<file path="src/rtl/cdb_arbiter.sv">
// Complete-stage CDB arbiter: per-unit one-entry holding buffers drained round-robin onto a registered CDB.
// Optional mispredict flush port enabled by defining CDB_ARB_FLUSH_EN.
module cdb_arbiter #(
    parameter int unsigned NUM_FU = 4,
    parameter int unsigned TAG_W  = 6,
    parameter int unsigned XLEN   = 32
) (
    input  logic                     clock,
    input  logic                     reset,
`ifdef CDB_ARB_FLUSH_EN
    input  logic                     flush,
`endif
    input  logic [NUM_FU-1:0]        fu_valid,
    input  logic [NUM_FU*TAG_W-1:0]  fu_tag,
    input  logic [NUM_FU*XLEN-1:0]   fu_data,
    output logic [NUM_FU-1:0]        fu_ready,
    output logic                     cdb_valid,
    output logic [TAG_W-1:0]         cdb_tag,
    output logic [XLEN-1:0]          cdb_data,
    output logic [NUM_FU-1:0]        grant
);

    localparam int unsigned PTR_W = (NUM_FU > 1) ? $clog2(NUM_FU) : 1;

    logic [NUM_FU-1:0] hold_valid_q, hold_valid_d;
    logic [TAG_W-1:0]  hold_tag_q  [NUM_FU];
    logic [TAG_W-1:0]  hold_tag_d  [NUM_FU];
    logic [XLEN-1:0]   hold_data_q [NUM_FU];
    logic [XLEN-1:0]   hold_data_d [NUM_FU];
    logic [PTR_W-1:0]  rr_ptr_q, rr_ptr_d;
    logic              cdb_valid_q, cdb_valid_d;
    logic [TAG_W-1:0]  cdb_tag_q, cdb_tag_d;
    logic [XLEN-1:0]   cdb_data_q, cdb_data_d;

    logic              flush_c;
    logic              win_found;
    logic [PTR_W-1:0]  win_idx;
    logic [PTR_W-1:0]  scan_ptr;

`ifdef CDB_ARB_FLUSH_EN
    assign flush_c = flush;
`else
    assign flush_c = 1'b0;
`endif

    // Round-robin scan of the holding buffers starting at rr_ptr.
    always_comb begin
        win_found = 1'b0;
        win_idx   = '0;
        scan_ptr  = '0;
        for (int unsigned i = 0; i < NUM_FU; i++) begin
            scan_ptr = PTR_W'((32'(rr_ptr_q) + i) % NUM_FU);
            if (!win_found && hold_valid_q[scan_ptr]) begin
                win_found = 1'b1;
                win_idx   = scan_ptr;
            end
        end
        if (flush_c) begin
            win_found = 1'b0;
        end
    end

    always_comb begin
        grant = '0;
        if (win_found) begin
            grant[win_idx] = 1'b1;
        end
        fu_ready = flush_c ? '0 : (~hold_valid_q | grant);
    end

    // Next state: drain the winner, refill accepted buffers, register the broadcast.
    always_comb begin
        hold_valid_d = hold_valid_q;
        hold_tag_d   = hold_tag_q;
        hold_data_d  = hold_data_q;
        rr_ptr_d     = rr_ptr_q;
        cdb_valid_d  = 1'b0;
        cdb_tag_d    = cdb_tag_q;
        cdb_data_d   = cdb_data_q;

        if (win_found) begin
            cdb_valid_d = 1'b1;
            cdb_tag_d   = hold_tag_q[win_idx];
            cdb_data_d  = hold_data_q[win_idx];
            rr_ptr_d    = (32'(win_idx) == NUM_FU - 1) ? '0 : win_idx + PTR_W'(1);
        end

        for (int unsigned i = 0; i < NUM_FU; i++) begin
            if (grant[i]) begin
                hold_valid_d[i] = 1'b0;
            end
            // Tag 0 is the hardwired zero register: handshake it but never broadcast.
            if (fu_valid[i] && fu_ready[i] && (fu_tag[i*TAG_W +: TAG_W] != '0)) begin
                hold_valid_d[i] = 1'b1;
                hold_tag_d[i]   = fu_tag[i*TAG_W +: TAG_W];
                hold_data_d[i]  = fu_data[i*XLEN +: XLEN];
            end
        end

        if (flush_c) begin
            hold_valid_d = '0;
            cdb_valid_d  = 1'b0;
        end
    end

    always_ff @(posedge clock or posedge reset) begin
        if (reset) begin
            hold_valid_q <= '0;
            for (int unsigned i = 0; i < NUM_FU; i++) begin
                hold_tag_q[i]  <= '0;
                hold_data_q[i] <= '0;
            end
            rr_ptr_q    <= '0;
            cdb_valid_q <= 1'b0;
            cdb_tag_q   <= '0;
            cdb_data_q  <= '0;
        end else begin
            hold_valid_q <= hold_valid_d;
            for (int unsigned i = 0; i < NUM_FU; i++) begin
                hold_tag_q[i]  <= hold_tag_d[i];
                hold_data_q[i] <= hold_data_d[i];
            end
            rr_ptr_q    <= rr_ptr_d;
            cdb_valid_q <= cdb_valid_d;
            cdb_tag_q   <= cdb_tag_d;
            cdb_data_q  <= cdb_data_d;
        end
    end

    assign cdb_valid = cdb_valid_q;
    assign cdb_tag   = cdb_tag_q;
    assign cdb_data  = cdb_data_q;

endmodule

</file>
<file path="config.mk">
export PLATFORM = sky130hd
export DESIGN_NAME = cdb_arbiter
export DESIGN_NICKNAME = d
export VERILOG_FILES = /design/src/rtl/cdb_arbiter.sv
export SDC_FILE = /design/constraint.sdc
export NUM_CORES = 1
export LEC_CHECK = 0
export CAP_MARGIN = 20
export CORE_ASPECT_RATIO = 0.5
export CORE_MARGIN = 2
export CORE_UTILIZATION = 46
export DETAILED_ROUTE_END_ITERATION = 8
export GPL_TIMING_DRIVEN = 0
export HOLD_SLACK_MARGIN = 0.08
export PLACE_DENSITY_LB_ADDON = 0.12
export SLEW_MARGIN = 20
export SYNTH_ARGS = -nofsm -noshare
export SYNTH_HDL_FRONTEND = slang
export SYNTH_SLANG_ARGS = --single-unit
</file>
<file path="constraint.sdc">
create_clock -name clock -period 12.8 [get_ports clock]
set_clock_uncertainty 0.1 [all_clocks]
set_input_delay 2.56 -clock clock [delete_from_list [all_inputs] [get_ports clock]]
set_output_delay 2.56 -clock clock [all_outputs]
set_load 0.005 [all_outputs]
</file>
==> impl_metrics.toml, run 1 <==
[cts]
htreeDepth = 4
clock_latency_ps = 430
cts_tree = "built"
cts_sinks = 197
clk_path_buf_depth = 2
clk_pin_slew_ps = 70
cts_resized = 0
cts-hold-fix-buffers = 0
clockRootBuffer = "clkbuf_16"
numCtsBuffers = 17
cts_setup_buffers = 0

[sta]
slew_headroom_pct = 52.70
hold_viol = 0
fmax_mhz = 175.3
slew_viol_final = 0
period_share_pct = 44.57
rsz0062_at_grt = "false"
whs_ps = 394.2
finalCriticalPeriod_ps = 5705
tns_ps = 0
setup_viol = 0
tightest_slew_ps = 709.5

[route]
drc = 0
first_pass_iters = 5
num_vias = 6218
drt-wirelength-per-cell_um = 18.43
via_per_inst = 5.152
drtIter0Drc = 205
routed_wl_um = 22250
antenna_left = 0

[synthesis]
syn_inst = 710
ys_seq_area_share_pct = 56.45
ys_types = 31
syn_nets = 871
ys_warn_count = 0
synth.top_cells.by_count = "dfrtp_1, nand2_1, mux2_2"
synth_top_flop_cell = "dfrtp_1"
synth_most_common_cell = "dfrtp_1"
avgSynthCellArea_um2 = 12.30
synth_area_um2 = 8733
synth_top_cell_area_share_pct = 56.45
ys_ff_latch = 197
synthTopCellsByArea = "dfrtp_1, mux2_2, nand2_1"
yosysTopAreaCell = "dfrtp_1"
async_flop_share_pct = 100.0
synth_edf_count = 0

[global_routing]
grt.overflow.total = 0
antenna_found_initial = 0
grt_max_degree = 88
grtUsageTotal_pct = 23.31
grt_pass1_wl_um = 34980
grt_pass1_vias = 6465

[power]
switchingPower_mw = 1.214
switching_share_pct = 36.31
p_int_mw = 2.129
p_comb_share_pct = 50.1
power.leakage_nw = 5.023
powerDensity_nw_per_um2 = 284.5
pwr-share-seq_pct = 33.8
vdd_drop_max_mv = 0.1304
clkPwrFrac_pct = 16.0

[min_path]
hold_path_startpoint = "hold_tag_q[21]"
hp-class = "flip-flop to flip-flop"
holdPathStages = 1
min_to = "hold_tag_q[21]"

[setup_path]
required_ps = 10140
reg2reg_from = "hold_valid_q[0]"
reg2reg_depth = 11
crit-reg2reg-capture = "hold_data_q[101]"
arrival_ps = 3040
end_kind = "output pin"
cp_max_fo = 11
criticalPathCategory = "flip-flop to output pin"
critPathLaunchType = "flip-flop"
regToRegSetupSlack_ps = 9550

[final_layout]
drive_gt1_share_pct = 25.11
fin_util_pct = 63.57
area_growth_pct = 34.53
layout.cells.non_filler = 1207
fin_nets = 1096
n_antenna_cell = 0

[floorplan]
die_width_um = 198.9
row_count = 35
start_util_pct = 47.26
die-area_um2 = 20170
core_um2 = 18480
io_pins = 205
die_h_um = 101.4

[flow_run]
drv_cap = 0

[placed_design]
io_buffers = 204
hpwl_um = 16710
dpl.cell_count = 1175
gp_congestion = 0.7639

[run_status]
status = "complete, no violations"
==> power groups by stage <==
stage | Sequential, mW | Combinational (mW) | Clock [mW]
final | 1.13 | 1.68 | 0.536
after global routing | 1.17 | 1.85 | 0.574
after CTS | 1.13 | 1.70 | 0.547
after detailed placement | 1.14 | 1.69 | 0
after global placement | 1.13 | 1.65 | 0
after floorplan | 1.10 | 1.14 | 0
==> how the worst max path moves through the flow <==
| stage | from | end | depth (start not counted) |
|---|---|---|---|
| global route | hold_valid_q[0] | fu_ready[3] | 7 |
| finish | hold_valid_q[0] | fu_ready[3] | 7 |
| CTS | hold_valid_q[0] | fu_ready[3] | 7 |
| floorplan | reset | cdb_data[0] | 1 |
| global placement | reset | hold_data_q[56] | 2 |
| detailed placement | hold_valid_q[0] | fu_ready[3] | 7 |
==> final cells by class <==
type	instances	area, um^2
sequential	197	4930
fill	1517	6731
multi-input combinational	460	3457
inverter	5	31.28
timing repair buffer	206	2097
clock buffer	22	464.2
buffer	48	322.8
tap	259	324.1
clock inverter	10	122.6
==> metrics by stage <==
| step | power [mW] | worst slack, ps | area, um^2 |
|---|---|---|---|
| CTS | 3.379 | 6977 | 11750 |
| detailed placement | 2.834 | 7493 | 11160 |
| global placement | 2.779 | 2118 | 11100 |
| global route | 3.594 | 6844 | 11750 |
| finish | 3.342 | 7095 | 11750 |
| floorplan | 2.243 | 4771 | 8733 |
==> cell families after synthesis <==
logic type	synth area share [%]
simple gates	12.26
flops	56.45
mux	19.46
compound gates	7.436
buf+inv	3.968
fa+ha+maj	0.4298
==> worst max-delay path: stages, from the launching register on <==
cell and delay, ps:
dfrtp_1 370, clkbuf_1 180, a211oi_1 270, o22a_1 280, clkbuf_1 430, ha_1 270, nand2b_1 260, clkdlybuf4s50_1 570
==> cell usage in the layout (no fill, tap or decap), drive strengths merged, types with 2 or more instances in the layout <==
cell / count
a32o: 3
a21oi: 4
and3: 38
dfrtp: 197
a311oi: 38
inv: 6
mux2: 150
clkdlybuf4s50: 204
and2: 3
buf: 38
nand2: 157
bufinv: 2
o21ai: 3
or4: 5
nand2b: 3
o311ai: 4
ha: 3
clkinv: 4
nor2: 41
clkinvlp: 3
clkbuf: 34
==> layer usage <==
layer,up-vias,GRT usage (%),share of wire (%)
li1,2932,-,-
met1,3126,32.14,47
met2,144,38.03,47
met3,16,4.928,4.8
met4,0,6.028,1.1
met5,-,0,0
==> state kept, by name, indices dropped and copies added (netlist names) <==
signal	flops
cdb_data	32
cdb_tag	6
cdb_valid	1
hold_data_q	128
hold_tag_q	24
hold_valid_q	4
rr_ptr_q	2
No activity file was read; power rests on OpenSTA's default activity.
==> run 2, diff against run 1 <==
==> constraint.sdc (replaced) <==
create_clock -name clock -period 5.5 [get_ports clock]
set_clock_uncertainty 0.1 [all_clocks]
set_input_delay 1.1 -clock clock [delete_from_list [all_inputs] [get_ports clock]]
set_output_delay 1.1 -clock clock [all_outputs]
set_load 0.005 [all_outputs]
==> impl_metrics.toml, run 2 (same netlist as run 1, synthesis figures left out) <==
[setup_path]
reg2reg_from = "hold_valid_q[0]"
startpoint = "hold_valid_q[0]"
crit-reg2reg-capture = "hold_tag_q[23]"
required_ps = 4300
setup.worst_path.end = "fu_ready[3]"
cp_max_fo = 11
end_kind = "output pin"
regToRegSetupSlack_ps = 2230
criticalPathCategory = "flip-flop to output pin"
critPathLaunchType = "flip-flop"
arrival_ps = 3040
reg2reg_depth = 11

[global_routing]
top_usage_layer = "met2"
use_met3_pct = 5.128
grt_pass1_vias = 6443
grtUsageTotal_pct = 23.60
antenna_found_initial = 0
grt.met2_usage_pct = 38.22
grt_max_degree = 35
grt.overflow.total = 0
grt_pass1_wl_um = 35330
use_met1_pct = 32.69

[cts]
clk_path_buf_depth = 2
cts_tree = "built"
clk_pin_slew_ps = 80
cts_resized = 0
numCtsBuffers = 17
cts-hold-fix-buffers = 0
cts_sinks = 197
htreeDepth = 4
clockRootBuffer = "clkbuf_16"
cts_setup_buffers = 0
clock_latency_ps = 430

[floorplan]
die_h_um = 101.4
die-area_um2 = 20170
row_count = 35
die_width_um = 198.9
start_util_pct = 47.26
core_um2 = 18480
io_pins = 205

[route]
first_pass_iters = 7
drc = 0
drtIter0Drc = 166
drt-wirelength-per-cell_um = 18.86
antenna_left = 0
num_vias = 6261
via_per_inst = 5.162
routed_wl_um = 22880

[power]
p_comb_share_pct = 50.8
pwr-share-seq_pct = 33.9
switching_share_pct = 36.99
switchingPower_mw = 2.873
vdd_drop_max_mv = 0.2878
p_int_mw = 4.894
power.leakage_nw = 5.052
powerDensity_nw_per_um2 = 657.1
clkPwrFrac_pct = 15.3

[sta]
finalCriticalPeriod_ps = 4237
tns_ps = 0
hold_viol = 0
slew_viol_final = 0
rsz0062_at_grt = "false"
tightest_slew_ps = 709.2
slew_headroom_pct = 52.72
setup_viol = 0
period_share_pct = 77.04
fmax_mhz = 236.0
whs_ps = 395.5

[final_layout]
regMostFlops = "hold_data_q"
area_growth_pct = 35.34
layout_commonest_cell = "clkdlybuf4s50_1"
drive_gt1_share_pct = 25.60
fin_nets = 1101
final_cell_mix = "clkdlybuf4s50_1, dfrtp_1, nand2_1, mux2_2, nor2_1"
largest_reg_flops = 128
fillCellCount = 1500

[flow_run]
drv_cap = 0

[placed_design]
io_buffers = 204
gp_congestion = 0.7861
hpwl_um = 17100

[run_status]
status = "complete, no violations"

[min_path]
hp-class = "flip-flop to flip-flop"
run 2: layout make-up:
type	count	area, um^2	area share (%)
inverters	5	27.53	0.2329
plain buffers	48	322.8	2.731
flip-flops and latches	197	4930	41.71
multi-input cells	460	3457	29.25
clock buffers	23	488.0	4.128
well taps	259	324.1	2.742
clock inverters	9	71.32	0.6034
diodes	1	2.502	0.02117
repair buffers	211	2197	18.59
run 2: how the worst min path moves through the flow:
stage | to | slack (ps) | startpoint | cells past startpoint
global route | hold_data_q[101] | 410 | hold_data_q[101] | 1
detailed placement | hold_data_q[97] | 380 | hold_data_q[97] | 1
CTS | hold_data_q[97] | 400 | hold_data_q[97] | 1
finish | hold_data_q[97] | 400 | hold_data_q[97] | 1
global placement | hold_data_q[100] | 380 | hold_data_q[100] | 1
floorplan | hold_data_q[100] | 360 | hold_data_q[100] | 1
run 2: power by group through the flow:
stage | logic (mW) | clock network (mW) | registers, mW
global route | 4.33 | 1.27 | 2.72
floorplan | 2.66 | 0 | 2.56
global placement | 3.86 | 0 | 2.62
detailed placement | 3.97 | 0 | 2.65
finish | 3.95 | 1.19 | 2.63
CTS | 4.00 | 1.20 | 2.63
run 2: stage by stage:
stage	area [um^2]	instances	util [%]	setup slack, ps	power, mW
floorplan	8737	710	-	1754	5.220
global placement	11100	1173	60.08	183.7	6.486
detailed placement	11260	1180	60.92	1724	6.626
CTS	11820	1212	63.95	1212	7.836
global route	11820	1212	63.95	1013	8.318
finish	11820	1213	63.96	1263	7.767
run 2: critical path, stage by stage (launching register included):
cell and delay, ps:
dfrtp_1 360, clkbuf_1 180, a211oi_1 290, o22a_1 270, clkbuf_1 410, ha_1 260
nand2b_1 250, clkdlybuf4s50_1 590
run 2: metal layers:
| layer | wire length (um) | up-vias | part of all wire [%] |
|---|---|---|---|
| li1 | - | 2928 | - |
| met2 | 10740 | 131 | 47 |
| met4 | 348 | 0 | 1.5 |
| met5 | 0 | - | 0 |
| met1 | 10610 | 3175 | 46 |
| met3 | 1185 | 27 | 5.2 |
